[src/rtl/sr_pulse_pkg.sv]
// rtl/sr_pulse_pkg.sv - shared state encoding and default timing constants for sr_pulse_driver
package sr_pulse_pkg;

  typedef enum logic [1:0] {
    IDLE    = 2'd0,
    PULSE_S = 2'd1,
    PULSE_R = 2'd2,
    GAP     = 2'd3
  } sr_state_t;

  localparam int DEF_DEBOUNCE_CYCLES = 4;
  localparam int DEF_PULSE_CYCLES    = 2;

endpackage

[src/rtl/sr_debounce.sv]
// rtl/sr_debounce.sv - 2-FF synchroniser, counting debouncer and rising-edge strobe for one raw input
module sr_debounce
  import sr_pulse_pkg::*;
#(
  parameter int DEBOUNCE_CYCLES = DEF_DEBOUNCE_CYCLES
) (
  input  logic clock,
  input  logic reset_n,
  input  logic raw_in,
  output logic rise
);

  localparam int CW = $clog2(DEBOUNCE_CYCLES + 1);
  localparam logic [CW-1:0] CNT_LAST = CW'(DEBOUNCE_CYCLES - 1);

  logic          sync1_q, sync1_d;
  logic          sync2_q, sync2_d;
  logic          deb_q, deb_d;
  logic          deb_prev_q, deb_prev_d;
  logic [CW-1:0] cnt_q, cnt_d;

  // A level change is accepted only after DEBOUNCE_CYCLES consecutive differing samples.
  always_comb begin
    sync1_d    = raw_in;
    sync2_d    = sync1_q;
    deb_d      = deb_q;
    cnt_d      = '0;
    deb_prev_d = deb_q;
    if (sync2_q != deb_q) begin
      if (cnt_q == CNT_LAST) begin
        deb_d = sync2_q;
      end else begin
        cnt_d = cnt_q + 1'b1;
      end
    end
  end

  always_ff @(posedge clock or negedge reset_n) begin
    if (!reset_n) begin
      sync1_q    <= 1'b0;
      sync2_q    <= 1'b0;
      deb_q      <= 1'b0;
      deb_prev_q <= 1'b0;
      cnt_q      <= '0;
    end else begin
      sync1_q    <= sync1_d;
      sync2_q    <= sync2_d;
      deb_q      <= deb_d;
      deb_prev_q <= deb_prev_d;
      cnt_q      <= cnt_d;
    end
  end

  assign rise = deb_q & ~deb_prev_q;

endmodule

[src/rtl/sr_pulse_driver.sv]
// rtl/sr_pulse_driver.sv - debounced set/reset requests to mutually exclusive s/r pulses; SR_CONFLICT_CNT_EN adds conflict_cnt
module sr_pulse_driver
  import sr_pulse_pkg::*;
#(
  parameter int DEBOUNCE_CYCLES = DEF_DEBOUNCE_CYCLES,
  parameter int PULSE_CYCLES    = DEF_PULSE_CYCLES,
  parameter int CNT_W           = 8
) (
  input  logic             clock,
  input  logic             reset_n,
  input  logic             set_in,
  input  logic             reset_in,
  output logic             s,
  output logic             r,
  output logic             busy,
  output logic             conflict
`ifdef SR_CONFLICT_CNT_EN
  ,
  output logic [CNT_W-1:0] conflict_cnt
`endif
);

  localparam int PW = $clog2(PULSE_CYCLES + 1);
  localparam logic [PW-1:0] P_LAST = PW'(PULSE_CYCLES - 1);

  logic set_req, reset_req;

  sr_debounce #(.DEBOUNCE_CYCLES(DEBOUNCE_CYCLES)) u_deb_set (
    .clock  (clock),
    .reset_n(reset_n),
    .raw_in (set_in),
    .rise   (set_req)
  );

  sr_debounce #(.DEBOUNCE_CYCLES(DEBOUNCE_CYCLES)) u_deb_reset (
    .clock  (clock),
    .reset_n(reset_n),
    .raw_in (reset_in),
    .rise   (reset_req)
  );

  sr_state_t     state_q, state_d;
  logic [PW-1:0] pcnt_q, pcnt_d;
  logic          s_q, s_d, r_q, r_d, busy_q, busy_d, conflict_q, conflict_d;

  // Requests are only looked at in IDLE, so anything arriving mid-pulse is dropped.
  always_comb begin
    state_d    = state_q;
    pcnt_d     = pcnt_q;
    s_d        = 1'b0;
    r_d        = 1'b0;
    conflict_d = 1'b0;
    case (state_q)
      IDLE: begin
        pcnt_d = '0;
        if (set_req && reset_req) begin
          conflict_d = 1'b1;
        end else if (set_req) begin
          state_d = PULSE_S;
          s_d     = 1'b1;
        end else if (reset_req) begin
          state_d = PULSE_R;
          r_d     = 1'b1;
        end
      end
      PULSE_S, PULSE_R: begin
        if (pcnt_q == P_LAST) begin
          state_d = GAP;
          pcnt_d  = '0;
        end else begin
          pcnt_d = pcnt_q + 1'b1;
          s_d    = (state_q == PULSE_S);
          r_d    = (state_q == PULSE_R);
        end
      end
      GAP:     state_d = IDLE;
      default: state_d = IDLE;
    endcase
    busy_d = (state_d != IDLE);
  end

  always_ff @(posedge clock or negedge reset_n) begin
    if (!reset_n) begin
      state_q    <= IDLE;
      pcnt_q     <= '0;
      s_q        <= 1'b0;
      r_q        <= 1'b0;
      busy_q     <= 1'b0;
      conflict_q <= 1'b0;
    end else begin
      state_q    <= state_d;
      pcnt_q     <= pcnt_d;
      s_q        <= s_d;
      r_q        <= r_d;
      busy_q     <= busy_d;
      conflict_q <= conflict_d;
    end
  end

  assign s        = s_q;
  assign r        = r_q;
  assign busy     = busy_q;
  assign conflict = conflict_q;

`ifdef SR_CONFLICT_CNT_EN
  logic [CNT_W-1:0] ccnt_q, ccnt_d;

  always_comb begin
    ccnt_d = ccnt_q;
    if (conflict_d && (ccnt_q != {CNT_W{1'b1}})) begin
      ccnt_d = ccnt_q + 1'b1;
    end
  end

  always_ff @(posedge clock or negedge reset_n) begin
    if (!reset_n) begin
      ccnt_q <= '0;
    end else begin
      ccnt_q <= ccnt_d;
    end
  end

  assign conflict_cnt = ccnt_q;
`endif

endmodule

[config.mk]
export PLATFORM = sky130hd
export DESIGN_NAME = sr_pulse_driver
export DESIGN_NICKNAME = d
export VERILOG_FILES = /design/src/rtl/sr_pulse_pkg.sv /design/src/rtl/sr_debounce.sv /design/src/rtl/sr_pulse_driver.sv
export SDC_FILE = /design/constraint.sdc
export NUM_CORES = 1
export LEC_CHECK = 0
export ABC_AREA = 0
export CAP_MARGIN = 20
export CORE_MARGIN = 2
export CORE_UTILIZATION = 29
export DETAILED_ROUTE_END_ITERATION = 6
export GPL_TIMING_DRIVEN = 0
export PLACE_DENSITY = 0.47
export SYNTH_ARGS = -nofsm -noshare
export SYNTH_HDL_FRONTEND = slang
export SYNTH_SLANG_ARGS = --single-unit
[constraint.sdc]
create_clock -name clock -period 1.77 [get_ports clock]
set_input_delay 0.2655 -clock clock [delete_from_list [all_inputs] [get_ports clock]]
set_output_delay 0.2655 -clock clock [all_outputs]
set_load 0.02 [all_outputs]
==> flow_results.xml, run 1 <==
<?xml version="1.0" encoding="UTF-8"?>
<metrics>
  <group name="status">
    <metric name="run_status" unit="">finished, final reports clean</metric>
  </group>
  <group name="power_and_ir_drop">
    <metric name="post-layout-total-power" unit="mW">1.735</metric>
    <metric name="power_per_cell_area" unit="mW/mm^2">1624</metric>
    <metric name="clkPwrFrac" unit="">0.220</metric>
    <metric name="p_int" unit="mW">1.177</metric>
    <metric name="vdd_ir_drop_max" unit="V">0.0005938</metric>
    <metric name="pwr-share-seq" unit="">0.435</metric>
    <metric name="comb_power_share" unit="">0.345</metric>
    <metric name="total_switching_power" unit="mW">0.5588</metric>
    <metric name="p_leak" unit="nW">0.4855</metric>
    <metric name="swShare" unit="">0.3220</metric>
  </group>
  <group name="cells_and_area">
    <metric name="n_antenna_cell" unit="">0</metric>
    <metric name="postLayoutCoreUtil" unit="">0.3558</metric>
    <metric name="post_route_cells_drive_above_1_share" unit="">0.1000</metric>
    <metric name="synthToLayoutAreaGrowth" unit="%">18.12</metric>
    <metric name="post_route_cell_area" unit="sq mm">0.001069</metric>
    <metric name="num-fill-cells" unit="">320</metric>
    <metric name="num-nets-final" unit="">91</metric>
  </group>
  <group name="sta">
    <metric name="finClkSkew" unit="ps">9.926</metric>
    <metric name="hold_viol_final" unit="">0</metric>
    <metric name="setup_viol_count_final" unit="">0</metric>
    <metric name="slack_of_the_critical_path" unit="ps">242.1</metric>
    <metric name="fin_crit_sh" unit="">0.8632</metric>
    <metric name="grt_setup_unrepaired" unit="">false</metric>
    <metric name="min_period" unit="ps">1528</metric>
    <metric name="worst_slew_margin_rel" unit="">0.3642</metric>
    <metric name="final.setup.tns" unit="ps">0</metric>
    <metric name="timing_worst_slew_pin_value" unit="ps">950.8</metric>
    <metric name="final_max_slew_viol_count" unit="">0</metric>
    <metric name="max_freq" unit="MHz">654.5</metric>
  </group>
  <group name="global_routing">
    <metric name="global_route_wire_length_before_repair" unit="um">2421</metric>
    <metric name="grt_max_degree" unit="">23</metric>
    <metric name="grt_antenna_before_repair" unit="">0</metric>
    <metric name="grt_pass1_vias" unit="">556</metric>
    <metric name="globalRoute.totalOverflow" unit="">0</metric>
    <metric name="groute.usage.overall" unit="">0.09337</metric>
  </group>
  <group name="synth">
    <metric name="post_synth_inst_count" unit="">69</metric>
    <metric name="synth_top_area_cell" unit="">dfrtp_1</metric>
    <metric name="synth_enable_flop_cells" unit="">0</metric>
    <metric name="ys_async_sr_fraction" unit="">1.000</metric>
    <metric name="synth.cells.most_frequent" unit="">dfrtp_1, ha_1, nor2b_1, nor3b_1, inv_1</metric>
    <metric name="synthesis.nets" unit="">79</metric>
    <metric name="synth_warnings" unit="">0</metric>
    <metric name="synth_cell_types" unit="">24</metric>
    <metric name="post-synth-top-area-fraction" unit="">0.6086</metric>
    <metric name="syn_avg_cell_area" unit="sq um">13.11</metric>
    <metric name="mappedNetlistArea" unit="sq um">904.6</metric>
    <metric name="synth_area_leaders" unit="">dfrtp_1, ha_1, nor3b_1</metric>
    <metric name="synth_seq_cells" unit="">22</metric>
    <metric name="yosysSeqAreaShare" unit="">0.6086</metric>
    <metric name="dominantRegCellSynth" unit="">dfrtp_1</metric>
    <metric name="yosys.cell_count.top_type" unit="">dfrtp_1</metric>
  </group>
  <group name="drt">
    <metric name="routed_wirelength" unit="um">1307</metric>
    <metric name="final_antenna_net_count" unit="">0</metric>
    <metric name="drc" unit="">0</metric>
    <metric name="via_total_after_detailed_routing" unit="">526</metric>
    <metric name="drt-pass1-iter-count" unit="">3</metric>
    <metric name="wire_per_inst" unit="um">11.57</metric>
    <metric name="drt-vias-per-instance" unit="">4.655</metric>
    <metric name="detailedRoute.firstIterationViolations" unit="">7</metric>
  </group>
  <group name="floorplanning">
    <metric name="floorplan.die.width" unit="um">59.85</metric>
    <metric name="die_h" unit="um">59.85</metric>
    <metric name="design.portCount" unit="">8</metric>
    <metric name="floorplan.initialDensity" unit="">0.3013</metric>
    <metric name="fp.dieArea" unit="sq mm">0.003582</metric>
    <metric name="placement_rows" unit="">20</metric>
    <metric name="placeableCoreArea" unit="sq mm">0.003003</metric>
  </group>
  <group name="clock_tree">
    <metric name="post_cts_resized" unit="">0</metric>
    <metric name="cts_hold_buf" unit="">0</metric>
    <metric name="number_of_buffers_created_by_cts" unit="">3</metric>
    <metric name="clkSinkCount" unit="">22</metric>
    <metric name="cts.clk_slew.worst_paths" unit="ps">130</metric>
    <metric name="tritoncts_clock_tree" unit="">yes</metric>
    <metric name="h_tree_levels" unit="">1</metric>
    <metric name="clock-root-buffer" unit="">clkbuf_4</metric>
    <metric name="insertion_delay" unit="ps">310</metric>
    <metric name="postCtsSetupRepairBufs" unit="">0</metric>
    <metric name="clock_tree_buf_depth" unit="">2</metric>
  </group>
  <group name="setup_path">
    <metric name="timing_worst_setup_path_type" unit="">register to register</metric>
    <metric name="critPathLaunchType" unit="">register</metric>
    <metric name="timing.rr.start" unit="">state_q[0]$_DFF_PN0_</metric>
    <metric name="crit_start" unit="">state_q[0]$_DFF_PN0_</metric>
    <metric name="worstPathArrival" unit="ps">1720</metric>
    <metric name="worst-endpoint-required" unit="ps">1960</metric>
    <metric name="cp-end-kind" unit="">register</metric>
    <metric name="critical_path_peak_fanout" unit="">5</metric>
  </group>
  <group name="place">
    <metric name="place_hpwl" unit="um">966.1</metric>
    <metric name="routability_congestion_estimate_from_global_placement" unit="">0.6924</metric>
    <metric name="io_buffer_count" unit="">7</metric>
    <metric name="postPlaceCellArea" unit="sq mm">0.001016</metric>
    <metric name="detailedPlace.worstSlack" unit="ps">256.8</metric>
  </group>
  <group name="job">
    <metric name="max_cap_viol_count" unit="">0</metric>
  </group>
  <group name="hold_path">
    <metric name="hold_path_class" unit="">register to register</metric>
    <metric name="worstHoldStart" unit="">u_deb_reset.sync1_q$_DFF_PN0_</metric>
  </group>
</metrics>
registers in the layout, indices dropped and copies added (netlist names), 2 cells and up:
register	count
pcnt_q	2
state_q	2
u_deb_reset.cnt_q	3
u_deb_set.cnt_q	3
worst max-delay path, cell delays in order, from the launching register on:
cell and delay, ps:
dfrtp_1 440, inv_1 80, ha_1 360, o21ai_0 200
o32ai_1 130, nand4b_1 190
per-stage QoR:
stage | std cells | hold slack, ps
final | 113 | 361.3
after CTS | 113 | 367.5
after global placement | 109 | 333.8
after global routing | 113 | 370.4
after floorplan | 69 | -30.09
after detailed placement | 109 | 338.1
worst paths after layout:
path / endpoint / slack (ps) / depth (start not counted)
max reg2reg: busy$_DFF_PN0_ / 240 / 5
min reg2reg: u_deb_reset.sync2_q$_DFF_PN0_ / 360 / 0
min: u_deb_reset.sync2_q$_DFF_PN0_ / 360 / 0
max in group asynchronous: u_deb_set.cnt_q[2]$_DFF_PN0_ / 710 / 1
max: busy$_DFF_PN0_ / 240 / 5
min in group asynchronous: state_q[0]$_DFF_PN0_ / 470 / 1
cells by family (layout without fill, tap and decap cells):
| family | Yosys count | count (layout) | share of synthesized area |
|---|---|---|---|
| xor gates and xnor gates | 2 | 2 | 0.01937 |
| DFF | 22 | 22 | 0.6086 |
| adders and majority gates | 6 | 6 | 0.08299 |
| muxes | 2 | 2 | 0.02489 |
| AOI/OAI and AO/OA | 9 | 9 | 0.07055 |
| buffers and inverters | 4 | 15 | 0.01659 |
| and+or+nand+nor | 24 | 24 | 0.1770 |
metal layers:
layer  wire [um]  vias up  global-route usage
li1            -      261                   -
met1         625      257              0.1173
met2         612        6              0.1382
met3          54        2             0.03030
met4          16        0             0.05714
met5           0        -                   0
area by class of cell:
| class | count | area (sq um) | area share |
|---|---|---|---|
| Clock buffer | 3 | 22.52 | 0.02108 |
| Clock inverter | 1 | 30.03 | 0.02810 |
| Inverter | 4 | 15.01 | 0.01405 |
| Multi-Input combinational cell | 43 | 339.1 | 0.3173 |
| Sequential cell | 22 | 550.5 | 0.5152 |
| Tap cell | 33 | 41.29 | 0.03864 |
| Timing Repair Buffer | 7 | 70.07 | 0.06557 |
power groups by stage:
stage / registers, mW / clock network (mW) / logic, mW
after global placement: 0.766 / 0 / 0.597
after floorplan: 0.780 / 0 / 0.416
final: 0.755 / 0.381 / 0.599
after global routing: 0.780 / 0.427 / 0.693
after CTS: 0.759 / 0.397 / 0.607
after detailed placement: 0.771 / 0 / 0.602
cell usage in the layout (no fill, tap or decap), drive strengths merged:
cell | Yosys | layout
a21boi | 1 | 1
a21o | 1 | 1
a21oi | 1 | 1
a32oi | 1 | 1
and3b | 1 | 1
bufinv | 0 | 1
clkbuf | 0 | 3
clkdlybuf4s50 | 0 | 7
dfrtp | 22 | 22
ha | 6 | 6
inv | 4 | 4
mux2 | 2 | 2
nand2 | 2 | 2
nand2b | 3 | 3
nand3 | 2 | 2
nand4b | 1 | 1
nor2 | 1 | 1
nor2b | 6 | 6
nor3 | 2 | 2
nor3b | 5 | 5
o211ai | 1 | 1
o21ai | 3 | 3
o32ai | 1 | 1
or3 | 1 | 1
xnor2 | 2 | 2
(Power assumes the default switching activity.)
==> run 2: changes to the inputs <==
CTS_BUF_LIST = sky130_fd_sc_hd__clkbuf_4   (was not set)
==> results of run 2 <==
The final DEF is identical to that of run 1; final timing and power are the same.
